<file path="src/rtl/twi_pkg.sv">
// twi_pkg: shared definitions for the TWI bus framer.
//   twi_state_t     - framer state (IDLE, DATA, ACK)
//   TWI_WIDTH       - default data bits per byte
//   TWI_SYNC_STAGES - default synchronizer depth (must be >= 2)
package twi_pkg;

    typedef enum logic [1:0] {
        IDLE = 2'd0,
        DATA = 2'd1,
        ACK  = 2'd2
    } twi_state_t;

    localparam int TWI_WIDTH       = 8;
    localparam int TWI_SYNC_STAGES = 2;

endpackage

</file>
<file path="src/rtl/twi_sync_edge.sv">
// twi_sync_edge: brings one raw asynchronous TWI line into the clk domain
// and provides a one-cycle history for edge detection.
//   clk, reset - system clock, synchronous active-high reset
//   d_in       - raw asynchronous line
//   level      - synchronized level (last synchronizer stage)
//   prev       - level delayed by one clk
//   rise, fall - level/prev edge flags (combinational)
// All flops reset to 1 so an idle (high) bus produces no edge after reset.
module twi_sync_edge
    import twi_pkg::*;
#(
    parameter int SYNC_STAGES = TWI_SYNC_STAGES
) (
    input  logic clk,
    input  logic reset,
    input  logic d_in,
    output logic level,
    output logic prev,
    output logic rise,
    output logic fall
);

    logic r_sync [SYNC_STAGES];
    logic r_prev;

    always_ff @(posedge clk) begin
        if (reset) begin
            r_sync[0] <= 1'b1;
        end else begin
            r_sync[0] <= d_in;
        end
    end

    genvar gi;
    generate
        for (gi = 1; gi < SYNC_STAGES; gi++) begin : g_sync
            always_ff @(posedge clk) begin
                if (reset) begin
                    r_sync[gi] <= 1'b1;
                end else begin
                    r_sync[gi] <= r_sync[gi-1];
                end
            end
        end
    endgenerate

    always_ff @(posedge clk) begin
        if (reset) begin
            r_prev <= 1'b1;
        end else begin
            r_prev <= r_sync[SYNC_STAGES-1];
        end
    end

    assign level = r_sync[SYNC_STAGES-1];
    assign prev  = r_prev;
    assign rise  = ~r_prev &  r_sync[SYNC_STAGES-1];
    assign fall  =  r_prev & ~r_sync[SYNC_STAGES-1];

endmodule

</file>
<file path="src/rtl/twi_bus_framer.sv">
// twi_bus_framer: frames a TWI (I2C) bus into per-bit strobes, byte/ACK
// markers and START/STOP pulses for a downstream shifter.
//   clk, reset        - system clock, synchronous active-high reset
//   scl_in, sda_in    - raw asynchronous bus lines
//   bit_valid/bit_out - one-cycle strobe + sampled data bit
//   byte_done         - pulse with the WIDTH-th bit of a byte
//   ack_valid/ack_n   - strobe + SDA level in the ACK slot
//   first_byte        - high from START until the first ACK slot
//   start_det/stop_det- START (incl. repeated) / STOP pulses
//   busy              - framer not idle
module twi_bus_framer
    import twi_pkg::*;
#(
    parameter int WIDTH       = TWI_WIDTH,
    parameter int SYNC_STAGES = TWI_SYNC_STAGES
) (
    input  logic clk,
    input  logic reset,
    input  logic scl_in,
    input  logic sda_in,
    output logic bit_valid,
    output logic bit_out,
    output logic byte_done,
    output logic ack_valid,
    output logic ack_n,
    output logic first_byte,
    output logic start_det,
    output logic stop_det,
    output logic busy
);

    localparam int CW = $clog2(WIDTH) + 1;
    localparam logic [CW-1:0] LAST_BIT = CW'(WIDTH - 1);

    logic w_scl_lvl, w_scl_prev, w_scl_rise, w_scl_fall;
    logic w_sda_lvl, w_sda_prev, w_sda_rise, w_sda_fall;

    twi_sync_edge #(.SYNC_STAGES(SYNC_STAGES)) u_scl_sync (
        .clk   (clk),
        .reset (reset),
        .d_in  (scl_in),
        .level (w_scl_lvl),
        .prev  (w_scl_prev),
        .rise  (w_scl_rise),
        .fall  (w_scl_fall)
    );

    twi_sync_edge #(.SYNC_STAGES(SYNC_STAGES)) u_sda_sync (
        .clk   (clk),
        .reset (reset),
        .d_in  (sda_in),
        .level (w_sda_lvl),
        .prev  (w_sda_prev),
        .rise  (w_sda_rise),
        .fall  (w_sda_fall)
    );

    // SCL fall and raw SDA history are not needed for framing.
    logic w_unused;
    assign w_unused = w_scl_fall ^ w_sda_prev;

    // START/STOP only qualify with SCL high in both cycles, so an SDA change
    // coincident with an SCL edge is never taken as a bus condition.
    logic w_scl_held, w_start, w_stop;
    assign w_scl_held = w_scl_prev & w_scl_lvl;
    assign w_start    = w_scl_held & w_sda_fall;
    assign w_stop     = w_scl_held & w_sda_rise;

    twi_state_t      r_state, w_state_next;
    logic [CW-1:0]   r_bit_cnt, w_bit_cnt_next;
    logic            w_first_next, w_bit_out_next, w_ack_n_next;
    logic            w_bit_valid_next, w_byte_done_next, w_ack_valid_next;
    logic            w_start_next, w_stop_next;

    always_ff @(posedge clk) begin
        if (reset) begin
            r_state    <= IDLE;
            r_bit_cnt  <= '0;
            first_byte <= 1'b0;
            bit_out    <= 1'b0;
            ack_n      <= 1'b0;
            bit_valid  <= 1'b0;
            byte_done  <= 1'b0;
            ack_valid  <= 1'b0;
            start_det  <= 1'b0;
            stop_det   <= 1'b0;
        end else begin
            r_state    <= w_state_next;
            r_bit_cnt  <= w_bit_cnt_next;
            first_byte <= w_first_next;
            bit_out    <= w_bit_out_next;
            ack_n      <= w_ack_n_next;
            bit_valid  <= w_bit_valid_next;
            byte_done  <= w_byte_done_next;
            ack_valid  <= w_ack_valid_next;
            start_det  <= w_start_next;
            stop_det   <= w_stop_next;
        end
    end

    always_comb begin
        w_state_next     = r_state;
        w_bit_cnt_next   = r_bit_cnt;
        w_first_next     = first_byte;
        w_bit_out_next   = bit_out;
        w_ack_n_next     = ack_n;
        w_bit_valid_next = 1'b0;
        w_byte_done_next = 1'b0;
        w_ack_valid_next = 1'b0;
        w_start_next     = 1'b0;
        w_stop_next      = 1'b0;

        if (w_stop) begin
            w_stop_next    = 1'b1;
            w_bit_cnt_next = '0;
            w_first_next   = 1'b0;
            w_state_next   = IDLE;
        end else if (w_start) begin
            // Also covers repeated START: any partial byte is dropped.
            w_start_next   = 1'b1;
            w_bit_cnt_next = '0;
            w_first_next   = 1'b1;
            w_state_next   = DATA;
        end else if (w_scl_rise) begin
            case (r_state)
                DATA: begin
                    w_bit_valid_next = 1'b1;
                    w_bit_out_next   = w_sda_lvl;
                    if (r_bit_cnt == LAST_BIT) begin
                        w_byte_done_next = 1'b1;
                        w_bit_cnt_next   = '0;
                        w_state_next     = ACK;
                    end else begin
                        w_bit_cnt_next = r_bit_cnt + 1'b1;
                    end
                end
                ACK: begin
                    w_ack_valid_next = 1'b1;
                    w_ack_n_next     = w_sda_lvl;
                    w_first_next     = 1'b0;
                    w_state_next     = DATA;
                end
                default: ;
            endcase
        end
    end

    assign busy = (r_state != IDLE);

endmodule

</file>
<file path="config.mk">
export PLATFORM = sky130hd
export DESIGN_NAME = twi_bus_framer
export DESIGN_NICKNAME = d
export VERILOG_FILES = /design/src/rtl/twi_pkg.sv /design/src/rtl/twi_sync_edge.sv /design/src/rtl/twi_bus_framer.sv
export SDC_FILE = /design/constraint.sdc
export NUM_CORES = 1
export LEC_CHECK = 0
export CAP_MARGIN = 20
export CORE_UTILIZATION = 52
export DETAILED_ROUTE_END_ITERATION = 8
export GPL_TIMING_DRIVEN = 0
export PLACE_DENSITY_LB_ADDON = 0.05
export SYNTH_ARGS = -nofsm -noshare
export SYNTH_HDL_FRONTEND = slang
export SYNTH_SLANG_ARGS = --single-unit
</file>
<file path="constraint.sdc">
create_clock -name clk -period 3.2 [get_ports clk]
set_input_delay 0.64 -clock clk [delete_from_list [all_inputs] [get_ports clk]]
set_output_delay 0.64 -clock clk [all_outputs]
set_load 0.01 [all_outputs]
</file>
Yosys cells after proc, flatten, opt, wreduce, memory -nomap -nowiden

Memory sizes are Yosys's and may differ from the RTL's.
Cells that the tools add are included.

Flip-flop bits (word level): 16
Memory bits (writable): 4
Output and inout port bits: 9
Logic and storage cells: 73
Memories: 2

$add $sub $neg: 1
Eq/ne operators: 5
Muxes and demuxes: 20
Bitwise operators: 17
Reductions and logical operators: 15

Memories:

| memory            | depth | bits a word | read ports | clocked after memory_dff | write ports | line                | text |
|---|---|---|---|---|---|---|---|
| u_scl_sync.r_sync | 2     | 1           | 2          | 0                        | 2           | twi_sync_edge.sv:23 | `logic r_sync [SYNC_STAGES];` |
| u_sda_sync.r_sync | 2     | 1           | 2          | 0                        | 2           | twi_sync_edge.sv:23 |  |

Operator list:

| cell                                           | count |
|---|---|
| two-way mux 1 bit                              | 17 |
| AND reduction 4 bit                            | 2 |
| nonzero test 2 bit                             | 4 |
| NOT 1 bit                                      | 7 |
| bitwise AND 1 bit                              | 6 |
| AND reduction 3 bit                            | 2 |
| OR reduction 5 bit                             | 1 |
| adder 4 x 1 -> 4 bit (second input constant)   | 1 |
| == test 4 x 3 -> 1 bit (second input constant) | 1 |
| two-way mux 4 bit                              | 1 |
| OR 1 bit                                       | 4 |
| case mux 2 bit (2 select lines)                | 1 |
| AND reduction 2 bit                            | 2 |
| OR reduction 4 bit                             | 1 |
| != test 3 bit (second input constant)          | 1 |
| nonzero test 3 bit                             | 1 |
| OR reduction 3 bit                             | 1 |
| == test 2 x 1 -> 1 bit (second input constant) | 1 |
| == test 2 bit (second input constant)          | 1 |
| two-way mux 2 bit                              | 1 |
| != test 2 bit (second input constant)          | 1 |
| OR reduction 2 bit                             | 1 |

Depth between registers and ports, before layout

Gate-level depths: netlist of run 1.
An unclocked memory read counts as a cell.

Depth after elaboration: 6
Mapped depth: 4
Mapped depth without buffers: 4

By module

From an unflattened synthesis of run 1, not the netlist that was laid out.

Cells, all modules: 70
Area total of the unflattened synthesis: 732.0 um^2

By module, submodules not included:

| module         | times used | cells an instance | area an instance (um^2) |
|---|---|---|---|
| twi_bus_framer | 1          | 54                | 549.3 |
| twi_sync_edge  | 2          | 8                 | 91.3 |

Worst setup path before layout of run 1

Ideal clock, no wire load.

Path kind: reg2reg
Start: register u_scl_sync.r_prev (netlist: u_scl_sync.prev), read port of u_scl_sync.r_sync
End: register r_bit_cnt[0]
Setup time: 66 ps
Arrival: 1153 ps
Required time: 3134 ps
Path slack: 1981 ps
Cell stages (with the launch flop): 5
Path buffers: 1
Cells stage by stage: dfxtp_1 nand4bb_1 buf_4 or3b_1 a21oi_2

Cells in the longest elaborated chain, start to end: 3
Elaborated cells on any way between the ends: 7
Classes of those cells: bitwise: 5; reduce/logical: 2

RTL lines:

| element                                                             | line                                                            | text |
|---|---|---|
| start, declared                                                     | twi_sync_edge.sv:24                                             | `logic r_prev;` |
| bitwise AND 1 bit or NOT 1 bit (tied branches)                      | twi_bus_framer.sv:65, twi_sync_edge.sv:57                       |  |
| bitwise AND 1 bit, on equally long branches                         | twi_bus_framer.sv:66, twi_bus_framer.sv:67, twi_sync_edge.sv:57 |  |
| OR reduction 3 bit (no line) or AND reduction 2 bit (tied branches) | -                                                               |  |
| end signal, assigned                                                | twi_bus_framer.sv:89                                            | `r_bit_cnt <= w_bit_cnt_next;` |
| end, declared                                                       | twi_bus_framer.sv:70                                            | `logic [CW-1:0] r_bit_cnt, w_bit_cnt_next;` |

Several ways; a longest one is shown, not always the timed one.
A chain may end at the register's enable or synchronous reset.

Worst setup path in the final report of run 1

Start: register r_state[0]
End: output busy

Cells in the longest elaborated chain, start to end: 1

RTL lines:

| element                | line                  | text |
|---|---|---|
| start, declared        | twi_bus_framer.sv:69  | `twi_state_t r_state, w_state_next;` |
| start signal, assigned | twi_bus_framer.sv:88  | `r_state <= w_state_next;` |
| nonzero test 2 bit     | twi_bus_framer.sv:148 | `assign busy = (r_state != IDLE);` |
| end, declared          | twi_bus_framer.sv:29  | `output logic busy` |

No other way between the ends.

==> qor.yml, run 1 <==
logic_synthesis:
  async_flop_share_pct: 0
  yosysSeqAreaShare_pct: 54.7
  yosysUniqueCellTypes: 29
  synth-edff-count: 0
  synth_nets: 76
  yosys_warnings: 0
  synth-xor-area-share_pct: 1.20
  synth_compound_area_share_pct: 9.06
  synth_simple_gate_area_share_pct: 27.2
  synth_area_um2: 732
  synth_ff_type: "dfxtp_1"
  syn_avg_cell_area_um2: 10.3
  synthMuxAreaShare_pct: 4.10
  ys_seq_elements: 20
  syn_inst: 71
  synth_adder_area_share_pct: 1.71
  synth_top_family_by_area: "simple AND/OR/NAND/NOR gates"
sta:
  rsz0062_at_grt: "false"
  clock.fmax_mhz: 501
  setup_viol: 0
  max_slew_margin_pct: 77.4
  finalCritPeriodShare_pct: 62.3
  hold_viol: 0
  min_period_ns: 1.99
  worstMarginPinSlew_ns: 0.339
  skew_ns: 0.0158
  tns_ns: 0
  finalMaxSlewViolations: 0
route:
  drtPass1Iterations: 2
  wl_per_cell_um: 11.5
  avgViaCountPerCell: 5.13
  drt_iter0_markers: 9
  ant_nets: 0
  vias: 523
  routed_wl_um: 1170
  drc: 0
cts:
  cts.sinks: 20
  insertion_delay_ns: 0.30
  clock_path_buffers: 2
  cts_buffers: 3
  htreeDepth: 1
  cts_resized: 0
  post_cts_buffers: 0
  cts_hold_buf: 0
  cts_tree: "yes"
  cts_root_buffer: "clkbuf_4"
  cts.clk_slew.worst_paths_ns: 0.12
layout:
  drive_gt1_share_pct: 14.9
  final.fill_count: 119
  layout.nets: 93
  fin_util_pct: 69.7
  final_common_cell: "dfxtp_1"
  synthToLayoutAreaGrowth_pct: 23.9
  layout.cells.most_common_list: "dfxtp_1, clkdlybuf4s50_1, nor2_1"
  diodes: 0
floorplanning:
  start_util_pct: 56.3
  die_width_um: 39.5
  io_pins: 13
  core_region_area_mm2: 0.00130
  die_h_um: 39.5
  rows: 13
  dieArea_mm2: 0.00156
worst_setup_path:
  crit_required_ns: 2.56
  arrival_ns: 1.35
  cp-end-kind: "output pin"
  r2r_setup_slack_ns: 1.88
  worst_setup_path_start_kind: "flip-flop"
  crit_type: "flip-flop to output pin"
  path_max_fanout: 5
global_route:
  antenna_found_initial: 0
  grt_pass1_wl_um: 1560
  grtUsageTotal_pct: 16.4
  grt_max_degree: 12
  grt_overflow: 0
  grt_pass1_vias: 375
placed_design:
  place_hpwl_um: 825
  portBuffers: 12
  gp_congestion: 0.694
power:
  ir_drop_mv: 0.376
  p_leak_nw: 0.355
  powerDensity_mw_per_mm2: 468
job:
  drv_cap: 0
hold_path:
  hp-class: "flip-flop to flip-flop"
run_status:
  status: "finished, final reports clean"
[critical path, cell delays in order (launching register included)]
cell and delay, ns:
dfxtp_1 0.36, or2_1 0.22, clkdlybuf4s50_1 0.47
[path summary, 6_finish.rpt]
path | from | endpoint | cells after the start
setup / recovery | r_state[0] | busy | 2
hold reg to reg | u_sda_sync.r_sync[0] | u_sda_sync.r_sync[1] | 1
setup reg to reg | u_scl_sync.r_sync[1] | r_bit_cnt[0] | 4
hold / removal | u_sda_sync.r_sync[0] | u_sda_sync.r_sync[1] | 1
[cell usage after synthesis, types with 2 or more instances]
cell type / count / share of area (%)
nor2_1: 8 / 4.1
dfxtp_1: 20 / 55
or2_2: 5 / 4.3
mux2i_1: 3 / 4.1
a21oi_1: 4 / 2.7
nand4bb_1: 2 / 3.1
nand3_1: 3 / 2.1
o21ai_1: 3 / 2.1
or2_1: 3 / 2.6
[state kept, by name, indices dropped and copies added (netlist names), 2 cells and up]
signal             count
r_bit_cnt              4
u_scl_sync.r_sync      2
u_sda_sync.r_sync      2
r_state                2
[stage by stage]
step	std cells	area [um2]	worst slack, ns	total power [mW]	hold WS [ns]
finish	102	907	1.21	0.424	0.420
global route	102	907	1.15	0.441	0.445
CTS	102	907	1.20	0.428	0.425
detailed placement	98	871	1.40	0.286	0.399
global placement	98	871	1.42	0.285	0.392
floorplan	71	732	1.98	0.275	0.389
[cell families (layout without fill, tap and decap cells)]
| kind of cell | Yosys count | in the layout |
|---|---|---|
| buffers and inverters | 3 | 19 |
| multiplexers | 3 | 3 |
| adder cells (fa/ha/maj) | 1 | 1 |
| flip-flops | 20 | 20 |
| AO/OA/AOI/OAI | 11 | 11 |
| AND/OR/NAND/NOR | 32 | 32 |
| XOR/XNOR | 1 | 1 |
[where the power goes]
part | internal [mW] | switching [mW] | total, mW
clock | 0.0693 | 0.0750 | 0.144
combinational | 0.0129 | 0.00934 | 0.0222
sequential | 0.254 | 0.00412 | 0.258
total | 0.336 | 0.0884 | 0.424
[final cells by class]
cell class / count / area [um2] / share of cell area, %
buffer: 2 / 11.3 / 1.24
clock buffer: 4 / 36.3 / 4.00
inverter: 1 / 3.75 / 0.414
multi-input combinational: 48 / 317 / 34.9
sequential: 20 / 400 / 44.1
tap: 15 / 18.8 / 2.07
timing repair buffer: 12 / 120 / 13.2
[routing by layer]
metal	part of all wire, %	track usage [%]
met5	0	0
met4	1.1	12.9
met3	4.4	8.52
met2	42	23.0
met1	52	18.1
Power figures use the tool's default switching activity.
==> run 2: changes to the inputs <==
- CORE_UTILIZATION: 52 -> 48
- clock period: 3.2 -> 2.05 ns (I/O delays scaled with it)
==> qor.yml, run 2 (same netlist as run 1, synthesis figures left out) <==
global_route:
  grt_pass1_wl_um: 1800  # +15%
  grtUsageTotal_pct: 16.2  # -0.17 points
  grt_max_degree: 11  # -1
  grt_pass1_vias: 433  # +15%
  antenna_found_initial: 0  # unchanged
  grt_overflow: 0  # unchanged
cts:
  post_cts_buffers: 0  # unchanged
  htreeDepth: 1  # unchanged
  cts_resized: 0  # unchanged
  cts.sinks: 20  # unchanged
  cts_tree: "yes"
  cts_root_buffer: "clkbuf_4"
  insertion_delay_ns: 0.29  # about the same
  cts_hold_buf: 0  # unchanged
  cts.clk_slew.worst_paths_ns: 0.11  # about the same
  cts_buffers: 3  # unchanged
  clock_path_buffers: 2  # unchanged
worst_setup_path:
  worst_setup_path_start_kind: "flip-flop"
  cp-end-kind: "output pin"
  arrival_ns: 1.35  # about the same
  r2r_start: "u_scl_sync.prev"
  r2r_setup_slack_ns: 0.73  # -1.15 ns
  path_max_fanout: 5  # unchanged
  crit_type: "flip-flop to output pin"
  r2r-end: "r_bit_cnt[0]"
  crit_required_ns: 1.64  # -0.92 ns
  worst_r2r_path_depth: 4  # unchanged
layout:
  synthToLayoutAreaGrowth_pct: 22.1
  largest_reg_flops: 4  # unchanged
  layout.cells.most_common_list: "dfxtp_1, clkdlybuf4s50_1, nor2_1"
  final.fill_count: 122  # +2.5%
  regMostFlops: "r_bit_cnt"
  diodes: 0  # unchanged
  stdcell_count: 101  # -0.98%
  fin_util_pct: 65.4  # -4.3 points
  final_common_cell: "dfxtp_1"
  drive_gt1_share_pct: 14.0  # -0.99 points
  layout.nets: 93  # unchanged
sta:
  finalMaxSlewViolations: 0  # unchanged
  tns_ns: 0  # unchanged
  setup_ws_ns: 0.292  # -0.913 ns
  finalCritPeriodShare_pct: 85.7
  setup_viol: 0  # unchanged
  max_slew_margin_pct: 77.2  # -0.22 points
  skew_ns: 0.00641  # -0.00937 ns
  hold_viol: 0  # unchanged
  min_period_ns: 1.76
  worstMarginPinSlew_ns: 0.342  # +0.00336 ns
  rsz0062_at_grt: "false"
  clock.fmax_mhz: 569
hold_path:
  min_from: "u_scl_sync.r_sync[0]"
  min_path_cells: 1  # unchanged
  hold_end: "u_scl_sync.r_sync[1]"
  hp-class: "flip-flop to flip-flop"
placed_design:
  dp_slack_ns: 0.498  # -0.905 ns
  portBuffers: 12  # unchanged
  gp_congestion: 0.649  # -6.5%
  place_hpwl_um: 850  # +3.0%
  post-place-cells: 98  # unchanged
floorplanning:
  io_pins: 13  # unchanged
  start_util_pct: 53.6  # -2.7 points
  die_h_um: 41.1  # +3.9%
  rows: 13  # unchanged
  dieArea_mm2: 0.00169  # +7.9%
  core_region_area_mm2: 0.00137  # +5.0%
  die_width_um: 41.1  # +3.9%
route:
  drc: 0  # unchanged
  wl_per_cell_um: 11.8  # +2.5%
  drtPass1Iterations: 4  # +2
  avgViaCountPerCell: 5.30  # +3.3%
  drt_iter0_markers: 18  # +9
  routed_wl_um: 1190  # +1.5%
  ant_nets: 0  # unchanged
  vias: 535  # +2.3%
run_status:
  status: "finished, final reports clean"
power:
  ir_drop_mv: 0.446  # +19%
  p_leak_nw: 0.348  # -2.0%
  powerDensity_mw_per_mm2: 690  # +47%
job:
  drv_cap: 0  # unchanged
run 2: per-layer routing:
metal  track usage, %  share of wire, %
met3             3.26               3.5
met1             23.9                52
met4             5.00                 0
met2             23.0                44
met5                0                 0
run 2: final cells by class:
cell class	instances	area [um2]	area share (%)
flip-flops and latches	20	400	44.8
multi-input cells	48	317	35.4
repair buffers	12	120	13.4
clock buffers	3	22.5	2.52
well taps	15	18.8	2.10
plain buffers	2	11.3	1.26
inverters	1	3.75	0.420
run 2: worst max path at each step:
stage,from,endpoint,slack [ns],cells after the start
6_report,r_state[0],busy,0.29,2
5_1_grt,r_state[0],busy,0.23,2
4_1_cts,r_state[0],busy,0.29,2
3_5_place_dp,reset,u_sda_sync.r_sync[1],0.50,3
3_3_place_gp,reset,u_scl_sync.r_sync[0],0.49,3
2_1_floorplan,u_scl_sync.prev,r_bit_cnt[0],0.83,4
run 2: critical path, cell delays in order, from the launching register on:
cell	delay, ns
dfxtp_1	0.36
or2_1	0.23
clkdlybuf4s50_1	0.47
run 2: per-stage QoR:
step	hold slack [ns]	cell area, um2	power (mW)
detailed placement	0.394	871	0.447
global placement	0.392	871	0.446
finish	0.418	893	0.616
global route	0.436	893	0.639
CTS	0.419	893	0.619
floorplan	0.389	732	0.429
run 2: where the power goes:
part | leakage (nW) | internal [mW] | total [mW] | switching (mW)
sequential | 0.163 | 0.396 | 0.402 | 0.00628
clock | 0.0138 | 0.0682 | 0.179 | 0.111
combinational | 0.171 | 0.0201 | 0.0349 | 0.0148
total | 0.348 | 0.484 | 0.616 | 0.132
==> run 3: changes to the inputs <==
- SETUP_SLACK_MARGIN: default -> 0.3
==> qor.yml, run 3 (same netlist as run 1, synthesis figures left out) <==
power:
  ir_drop_mv: 0.446  # about the same
  powerDensity_mw_per_mm2: 690  # about the same
  total_power_uw: 615  # -0.12%
  p_leak_nw: 0.352  # +1.2%
worst_setup_path:
  cp_slowest_stage_delay_ns: 0.54  # +0.07 ns
  path_cells: "clkdlybuf4s50_1"
  r2r_start: "u_scl_sync.prev"
  slowest_stage: "clkdlybuf4s50_1"
  r2r-end: "r_bit_cnt[0]"
  crit_type: "flip-flop to output pin"
  path_max_fanout: 2  # -3
  worst_setup_path_start_kind: "flip-flop"
  r2r_setup_slack_ns: 0.73  # about the same
  cp-end-kind: "output pin"
  crit_start: "bit_out"
  arrival_ns: 1.18  # -0.17 ns
  worst_r2r_path_depth: 4  # unchanged
  worst-path-buf-inv: 1  # unchanged
  critPathTopFamily: "buffers and inverters"
  crit_required_ns: 1.64  # about the same
sta:
  skew_ns: 0.00641  # unchanged
  min_period_ns: 1.59  # -0.169 ns
  tns_ns: 0  # unchanged
  clock.fmax_mhz: 630  # +11%
  whs_ns: 0.418  # unchanged
  finalMaxSlewViolations: 0  # unchanged
  setup_viol: 0  # unchanged
  hold_viol: 0  # unchanged
  worstMarginPinSlew_ns: 0.342  # unchanged
  max_slew_margin_pct: 77.2  # unchanged
  rsz0062_at_grt: "false"
  finalCritPeriodShare_pct: 77.5  # -8.3 points
floorplanning:
  start_util_pct: 53.6  # unchanged
  die_width_um: 41.1  # unchanged
  rows: 13  # unchanged
  die_h_um: 41.1  # unchanged
  core_region_area_mm2: 0.00137  # unchanged
  io_pins: 13  # unchanged
  dieArea_mm2: 0.00169  # unchanged
layout:
  layout.cells.most_common_list: "dfxtp_1, clkdlybuf4s50_1, nor2_1"
  drive_gt1_share_pct: 14.0  # unchanged
  largest_reg_flops: 4  # unchanged
  regMostFlops: "r_bit_cnt"
  final.fill_count: 123  # +0.82%
  layout.nets: 93  # unchanged
  diodes: 0  # unchanged
  synthToLayoutAreaGrowth_pct: 21.9
  final_common_cell: "dfxtp_1"
  postLayoutCellArea_um2: 892  # -0.14%
route:
  routed_wl_um: 1190  # about the same
  ant_nets: 0  # unchanged
  vias: 535  # unchanged
  drtPass1Iterations: 4  # unchanged
  avgViaCountPerCell: 5.30  # unchanged
  wl_per_cell_um: 11.8  # about the same
  drt_iter0_markers: 18  # unchanged
  drc: 0  # unchanged
job:
  drv_cap: 0  # unchanged
hold_path:
  hp-class: "flip-flop to flip-flop"
  hold_end: "u_scl_sync.r_sync[1]"
  min_path_cells: 1  # unchanged
  min_from: "u_scl_sync.r_sync[0]"
placed_design:
  portBuffers: 12  # unchanged
  gp_congestion: 0.649  # unchanged
  place_area_um2: 871  # unchanged
  place_hpwl_um: 850  # unchanged
cts:
  insertion_delay_ns: 0.29  # about the same
  cts_tree: "yes"
  post_cts_buffers: 0  # unchanged
  cts_buffers: 3  # unchanged
  cts_hold_buf: 0  # unchanged
  cts.clk_slew.worst_paths_ns: 0.11  # about the same
  htreeDepth: 1  # unchanged
  cts_root_buffer: "clkbuf_4"
  clock_path_buffers: 2  # unchanged
  cts.sinks: 20  # unchanged
run_status:
  status: "finished, final reports clean"
global_route:
  grt_overflow: 0  # unchanged
  grt_pass1_wl_um: 1800  # unchanged
  grtUsageTotal_pct: 16.2  # unchanged
  antenna_found_initial: 0  # unchanged
  grt_pass1_vias: 433  # unchanged
  grt_max_degree: 11  # unchanged
## run 3: cell count changes in the layout (fill, tap and decap cells not counted), sizes merged
cell           delta
clkdlybuf4s50     -1
dlygate4sd2       +1
## run 3: power by group
group | internal (mW) | switching (mW) | leakage (nW)
registers | 0.396 | 0.00628 | 0.163
logic | 0.0194 | 0.0148 | 0.176
clock network | 0.0682 | 0.111 | 0.0138
## run 3: per-layer routing
metal	GRT usage (%)	vias up	routed length (um)	part of all wire [%]
li1	-	278	-	-
met1	23.9	247	622	52
met2	23.0	10	523	44
met3	3.26	0	42	3.5
met4	5.00	0	0	0
met5	0	-	0	0
## run 3: area by class of cell
type / instances / area (um2) / share of cell area, %
Buffer: 2 / 11.3 / 1.26
Clock buffer: 3 / 22.5 / 2.52
Inverter: 1 / 3.75 / 0.421
Multi-Input combinational cell: 48 / 317 / 35.5
Sequential cell: 20 / 400 / 44.9
Tap cell: 15 / 18.8 / 2.10
Timing Repair Buffer: 12 / 119 / 13.3
## run 3: metrics by stage
| stage | std cells | worst slack, ns | utilization [%] |
|---|---|---|---|
| 6_report | 101 | 0.462 | 65.3 |
| 4_1_cts | 101 | 0.459 | 65.3 |
| 3_5_place_dp | 98 | 0.498 | 63.7 |
| 2_1_floorplan | 71 | 0.831 | - |
| 3_3_place_gp | 98 | 0.493 | 63.7 |
| 5_1_grt | 101 | 0.405 | 65.3 |
## run 3: timing repair
item                                    in CTS  in global routing
gates resized for setup                      1                  0
hold endpoints to repair                     0                  0
endpoints found under the setup margin       1                  0
## run 3: how the worst max path moves through the flow
stage / end / slack, ns / depth (start not counted)
finish: bit_out / 0.46 / 1
global route: bit_out / 0.40 / 1
global placement: u_scl_sync.r_sync[0] / 0.49 / 3
detailed placement: u_sda_sync.r_sync[1] / 0.50 / 3
CTS: bit_out / 0.46 / 1
floorplan: r_bit_cnt[0] / 0.83 / 4
